### src/rtl/mem_stage_ctrl_pkg.sv
// arm_mem_pkg: shared types for the MEM-stage SRAM controller.
// State encoding and SRAM bus width.
package arm_mem_pkg;

   typedef enum logic [1:0] {
      IDLE,
      LO,
      HI,
      DONE
   } mem_state_t;

   localparam int MEM_BASE_DEFAULT = 1024;
   localparam int SRAM_DW = 16;

endpackage

### src/rtl/mem_stage_ctrl_if.sv
// mem_stage_ctrl_if: pipeline request/response and SRAM bus bundle.
// slave = controller side, master = pipeline + SRAM side.
interface mem_stage_ctrl_if
   import arm_mem_pkg::*;
#(
   parameter int SRAM_AW = 18
) ();

   logic               mem_r_en;
   logic               mem_w_en;
   logic [31:0]        alu_res;
   logic [31:0]        st_val;
   logic [31:0]        data_mem;
   logic               freeze;
   logic [SRAM_AW-1:0] sram_addr;
   logic [SRAM_DW-1:0] sram_wdata;
   logic [SRAM_DW-1:0] sram_rdata;
   logic               sram_we_n;
   logic               addr_err;

   modport master (
      output mem_r_en, mem_w_en, alu_res, st_val, sram_rdata,
      input  data_mem, freeze, sram_addr, sram_wdata, sram_we_n,
      input  addr_err
   );

   modport slave (
      input  mem_r_en, mem_w_en, alu_res, st_val, sram_rdata,
      output data_mem, freeze, sram_addr, sram_wdata, sram_we_n,
      output addr_err
   );

endinterface

### src/rtl/mem_stage_ctrl_wait_counter.sv
// mem_wait_counter: per-phase wait counter shared by LO and HI.
// last is high on count WAIT_CYCLES-1; wraps to 0 after it.
module mem_wait_counter #(
   parameter int WAIT_CYCLES = 2
) (
   input  logic clk,
   input  logic rst_n,
   input  logic clr,
   input  logic en,
   output logic last
);

   localparam int CW = (WAIT_CYCLES > 2) ? $clog2(WAIT_CYCLES) : 1;

   logic [CW-1:0] cnt;

   assign last = (cnt == CW'(WAIT_CYCLES - 1));

   // count phase cycles, restart at each phase boundary
   always_ff @(posedge clk or negedge rst_n) begin
      if (!rst_n) begin
         cnt <= '0;
      end else if (clr) begin
         cnt <= '0;
      end else if (en) begin
         cnt <= last ? '0 : cnt + 1'b1;
      end
   end

endmodule

### src/rtl/mem_stage_ctrl.sv
// mem_stage_ctrl: 32-bit load/store as two 16-bit SRAM phases.
// Optional MEM_ADDR_CHECK_EN: reject out-of-range addresses.
module mem_stage_ctrl
   import arm_mem_pkg::*;
#(
   parameter int WAIT_CYCLES = 2,
   parameter int SRAM_AW     = 18,
   parameter int MEM_BASE    = MEM_BASE_DEFAULT
) (
   input logic          clk,
   input logic          rst_n,
   mem_stage_ctrl_if.slave bus
);

   localparam logic [31:0] BASE = 32'(MEM_BASE);

   mem_state_t         state;
   mem_state_t         nxt;
   logic               req;
   logic               op_wr;
   logic               err_q;
   logic               oor;
   logic               last;
   logic               clr;
   logic               en;
   logic [31:0]        off;
   logic [SRAM_AW-2:0] word;
   logic [31:0]        dm;
   logic [SRAM_AW-1:0] addr;
   logic [SRAM_DW-1:0] wdata;
   logic               we_n;
   logic               unused_ok;

   assign req  = bus.mem_r_en | bus.mem_w_en;
   assign off  = bus.alu_res - BASE;
   assign word = off[SRAM_AW:2];
   assign unused_ok = ^{off[1:0], off[31:SRAM_AW+1]};

`ifdef MEM_ADDR_CHECK_EN
   assign oor = (bus.alu_res < BASE) ||
                ({1'b0, off} >= (33'd1 << (SRAM_AW + 1)));
`else
   assign oor = 1'b0;
`endif

   mem_wait_counter #(
      .WAIT_CYCLES(WAIT_CYCLES)
   ) u_cnt (
      .clk  (clk),
      .rst_n(rst_n),
      .clr  (clr),
      .en   (en),
      .last (last)
   );

   // state register
   always_ff @(posedge clk or negedge rst_n) begin
      if (!rst_n) begin
         state <= IDLE;
      end else begin
         state <= nxt;
      end
   end

   // next state and SRAM bus drive
   always_comb begin
      nxt   = state;
      clr   = 1'b0;
      en    = 1'b0;
      addr  = '0;
      wdata = '0;
      we_n  = 1'b1;
      unique case (state)
         IDLE: begin
            clr = 1'b1;
            if (req) nxt = oor ? DONE : LO;
         end
         LO: begin
            en    = 1'b1;
            addr  = {word, 1'b0};
            wdata = bus.st_val[15:0];
            we_n  = ~(op_wr & ~last);
            if (last) nxt = HI;
         end
         HI: begin
            en    = 1'b1;
            addr  = {word, 1'b1};
            wdata = bus.st_val[31:16];
            we_n  = ~(op_wr & ~last);
            if (last) nxt = DONE;
         end
         DONE: begin
            clr = 1'b1;
            nxt = IDLE;
         end
         default: nxt = IDLE;
      endcase
   end

   // latch op kind at start, capture read halves, clear on error
   always_ff @(posedge clk or negedge rst_n) begin
      if (!rst_n) begin
         op_wr <= 1'b0;
         err_q <= 1'b0;
         dm    <= '0;
      end else begin
         if (state == IDLE && req) begin
            op_wr <= bus.mem_w_en;
            err_q <= oor;
            if (oor) dm <= '0;
         end
         if (state == LO && last && !op_wr) dm[15:0]  <= bus.sram_rdata;
         if (state == HI && last && !op_wr) dm[31:16] <= bus.sram_rdata;
      end
   end

   assign bus.freeze     = req & (state != DONE);
   assign bus.data_mem   = dm;
   assign bus.sram_addr  = addr;
   assign bus.sram_wdata = wdata;
   assign bus.sram_we_n  = we_n;
   assign bus.addr_err   = err_q & (state == DONE);

endmodule

### src/flat_wrapper.sv
// flat-port wrapper written by rule: the top's interface ports become plain ports
module mem_stage_ctrl_flat import arm_mem_pkg::*;
#(
   parameter int WAIT_CYCLES = 2,
   parameter int SRAM_AW     = 18,
   parameter int MEM_BASE    = MEM_BASE_DEFAULT
)
  (clk, rst_n, bus_mem_r_en, bus_mem_w_en, bus_alu_res, bus_st_val, bus_sram_rdata, bus_data_mem, bus_freeze, bus_sram_addr, bus_sram_wdata, bus_sram_we_n, bus_addr_err);
  mem_stage_ctrl_if #(.SRAM_AW(SRAM_AW)) bus_i ();
  input logic clk;
  input logic rst_n;
  input wire logic [$bits(bus_i.mem_r_en)-1:0] bus_mem_r_en;
  input wire logic [$bits(bus_i.mem_w_en)-1:0] bus_mem_w_en;
  input wire logic [$bits(bus_i.alu_res)-1:0] bus_alu_res;
  input wire logic [$bits(bus_i.st_val)-1:0] bus_st_val;
  input wire logic [$bits(bus_i.sram_rdata)-1:0] bus_sram_rdata;
  output wire logic [$bits(bus_i.data_mem)-1:0] bus_data_mem;
  output wire logic [$bits(bus_i.freeze)-1:0] bus_freeze;
  output wire logic [$bits(bus_i.sram_addr)-1:0] bus_sram_addr;
  output wire logic [$bits(bus_i.sram_wdata)-1:0] bus_sram_wdata;
  output wire logic [$bits(bus_i.sram_we_n)-1:0] bus_sram_we_n;
  output wire logic [$bits(bus_i.addr_err)-1:0] bus_addr_err;
  assign bus_i.mem_r_en = bus_mem_r_en;
  assign bus_i.mem_w_en = bus_mem_w_en;
  assign bus_i.alu_res = bus_alu_res;
  assign bus_i.st_val = bus_st_val;
  assign bus_i.sram_rdata = bus_sram_rdata;
  assign bus_data_mem = bus_i.data_mem;
  assign bus_freeze = bus_i.freeze;
  assign bus_sram_addr = bus_i.sram_addr;
  assign bus_sram_wdata = bus_i.sram_wdata;
  assign bus_sram_we_n = bus_i.sram_we_n;
  assign bus_addr_err = bus_i.addr_err;
  mem_stage_ctrl #(.WAIT_CYCLES(WAIT_CYCLES), .SRAM_AW(SRAM_AW), .MEM_BASE(MEM_BASE)) u_core (.clk(clk), .rst_n(rst_n), .bus(bus_i));
endmodule
### config.mk
export PLATFORM = sky130hd
export DESIGN_NAME = mem_stage_ctrl_flat
export DESIGN_NICKNAME = d
export VERILOG_FILES = /design/src/rtl/mem_stage_ctrl_pkg.sv /design/src/rtl/mem_stage_ctrl_if.sv /design/src/rtl/mem_stage_ctrl_wait_counter.sv /design/src/rtl/mem_stage_ctrl.sv /design/src/flat_wrapper.sv
export SDC_FILE = /design/constraint.sdc
export NUM_CORES = 1
export LEC_CHECK = 0
export CAP_MARGIN = 20
export CORE_MARGIN = 1
export CORE_UTILIZATION = 30
export DETAILED_ROUTE_END_ITERATION = 12
export PLACE_DENSITY = 0.84
export SYNTH_ARGS = -nofsm -noshare
export SYNTH_HDL_FRONTEND = slang
export SYNTH_SLANG_ARGS = --single-unit
export TNS_END_PERCENT = 10
### constraint.sdc
create_clock -name clk -period 2 [get_ports clk]
set_input_delay 0.4 -clock clk [delete_from_list [all_inputs] [get_ports clk]]
set_output_delay 0.4 -clock clk [all_outputs]
set_load 0.02 [all_outputs]
==> metrics <==
status=finished, violations left; failing checks=setup timing; largest net degree at the start of global routing=37; Syn Area/Cell=~11 µm²; diode count=0; cell row count=28; sw power=between 0.002 and 0.003 W; Pleak=1.65 nW; layout cell share with drive strength beyond 1=between 40% and 50%; drt initial violations=59; CTS max path bufs=2; GPL Wtd Cong=0.741; register area share after synthesis=between 40% and 50%; first-pass GRT wire length=between 8000 and 9000 µm; VDD IR max=0.000909 V; R2R Setup Slk=between 300 and 400 ps; synth unique cells=28; Final Cycle Share=110%; Worst setup EP type=output port; Max Fclk=between 400 and 500 MHz; Crit path required time=between 1500 and 2000 ps; max-cap violations=0; clock root buffer=clkbuf_8; final hold viol count=0; CP bufs+invs=3; critical path startpoint category=input pin; Layout area overhead=103%; Yosys top cell by area=dfrtp_1; PD cells=1690 nW/µm²; die height=just over 80 µm; initial antenna violation count=0; clock network fraction of total power=a little over a tenth; Synth top area share=approximately 47%; Initial Util=31.6%; asr flop ratio synth=100%; final setup vio count=24; Pint=~0.0039 W; CP Cell Sequence=buf_8 -> inv_4 -> ha_4 -> or3b_4 -> or4_4 -> a21oi_2 -> buf_4; DP Worst Slack=-1100 ps; number of synthesized flops with an enable pin=0; Num Clock Sinks=36; DR vias/cell=~4.7; most common library cells after synthesis=36 x dfrtp_1, 31 x mux2_2, 20 x nor2b_1; DR vias=roughly 2000; delay-heaviest family, CP=simple AND/OR/NAND/NOR gates; sw frac=slightly below 40%; final WL=about 6300 µm; Crit path depth=7; Die W=81.7 µm; detailed-router iteration count before antenna repair=4; I/O pins=around 150; final worst setup slack=-199 ps; area of the die=between 6000 and 7000 µm²; CP max stage delay=approximately 420 ps; fin crit period=between 2000 and 2500 ps; HPWL after DPL=approximately 4600 µm; Mapped Cells=167; clock-pin slew of the registers on the worst-case setup and hold paths=about 70 ps; Post-DRT Antenna Nets=0; Layout Skew=~3.3 ps; core area=about 6000 µm²; H-Tree Depth=2; total power draw=approximately 0.0065 W; CP max FO=4; hold path cells=1; Synth Cell Area=about 1900 µm²; top-count cell post-synth=dfrtp_1; I/O Buffers=around 140; critical path class=in2out; slowest stage cell, crit path=or4_4; Worst Path Arrival=roughly 1800 ps; Overall Global Routing Usage=17.4%; DRC errors left=0; number of global-route vias before repair=1882; Worst R2R Path Depth=6; grt total ovfl=0; CTS tree=done; WL per Instance=approximately 15 µm; count of pins over their slew limit=0; Mapped Nets=around 260; Fin Setup TNS=-1900 ps; Num CTS Buffers=5; post-synthesis register bit count=36; Gate power share=69.1%; Area contributors post-synth=dfrtp_1 47%, mux2_2 18%, nor2b_1 6.6%; Filler cells=about 470; synth warn=0; Worst Hold Class=reg2reg; Final nets=427; Top FF cell, synth=dfrtp_1; Worst-Skew Late Latency=a little under 300 ps; sequential cell fraction of total power=between 20% and 30%; unrepaired setup endpoints after global routing=yes
[per-stage QoR]
step | utilization (%) | instance area, µm² | std cells | hold slack [ps]
after global placement | 59.9 | 3610 | 398 | 477
after detailed placement | 59.9 | 3610 | 398 | 492
after CTS | 61.3 | 3690 | 410 | 508
final | 64.1 | 3860 | 414 | 506
after global routing | 64.1 | 3860 | 414 | 517
after floorplan | - | 1970 | 167 | 104
[cell usage in the layout (no fill, tap or decap), types with 2 or more instances in the layout]
master           synthesis  routed
a21oi_2                  0       4
a22oi_1                 16       9
a22oi_2                  0       7
and2_1                   8       6
and2_4                   0       2
buf_2                    4      15
buf_4                    1      38
buf_6                    0      18
clkbuf_8                 0       7
clkdlybuf4s15_1          0       4
clkdlybuf4s50_1          0      93
dfrtp_1                 36      36
dlygate4sd2_1            0       2
ha_4                     0       4
inv_2                    0       3
mux2_1                   2       2
mux2_2                  31      31
nand2_1                  4       3
nor2_1                   7       2
nor2_2                   0       4
nor2b_1                 20      18
nor2b_4                  0       2
o31ai_1                  3       3
or3_4                    0       3
or4_4                    1       3
xnor2_1                  2       2
[path summary, 6_finish.rpt]
kind / to / start
setup / recovery: bus_sram_addr[15] / bus_alu_res[10]
hold / removal: u_core.bus.data_mem[8] / u_core.bus.data_mem[8]
setup reg to reg: u_core.state[1] / u_core.state[0]
hold reg to reg: u_core.bus.data_mem[8] / u_core.bus.data_mem[8]
max in group asynchronous: u_core.bus.data_mem[8] / rst_n
min in group asynchronous: u_core.bus.data_mem[30] / rst_n
[cell type report]
class | instances | area (µm²) | share of cell area, %
Clock buffer | 7 | 96.3 | 2.50
Clock inverter | 1 | 30.0 | 0.778
Inverter | 4 | 17.5 | 0.454
Multi-Input combinational cell | 118 | 1130 | 29.3
Sequential cell | 36 | 901 | 23.3
Tap cell | 75 | 93.8 | 2.43
Timing Repair Buffer | 173 | 1590 | 41.2
[state kept, by name (all words and copies together), names as in the netlist]
register and count:
u_core.bus.data_mem 32, u_core.op_wr 1, u_core.state 2, u_core.u_cnt.last 1
[routing by layer]
metal	up-vias	wire length, µm	global-route usage [%]
li1	936	-	-
met5	-	0	0
met3	9	413	4.11
met1	946	2260	17.9
met2	67	3550	33.5
met4	0	95	6.49
[cell families (layout without fill, tap and decap cells)]
family	count (synthesis)	in the layout	share of synthesized area [%]
compound gates	30	30	11.0
simple gates	47	47	14.7
mux	33	33	19.5
other cells	1	1	0.197
fa+ha+maj	5	5	3.29
flops	36	36	47.3
buf+inv	13	185	3.02
xor+xnor	2	2	0.920
[power groups by stage]
| stage | sequential, W | combinational (W) | clock [W] |
|---|---|---|---|
| finish | 0.00131 | 0.00451 | 0.000702 |
| floorplan | 0.00172 | 0.00169 | 0 |
| CTS | 0.00130 | 0.00405 | 0.000706 |
| global route | 0.00136 | 0.00478 | 0.000742 |
| detailed placement | 0.00131 | 0.00420 | 0 |
| global placement | 0.00129 | 0.00413 | 0 |
[repair_timing]
| action | CTS | global route |
|---|---|---|
| buffers inserted | 4 | 5 |
| hold buffers | 0 | 0 |
| gates cloned | 0 | 0 |
| setup endpoints to repair | 36 | 35 |
| gates resized for setup | 163 | 62 |
| pin swaps | 8 | 12 |
Note: power is estimated with default switching activity, not from simulation.
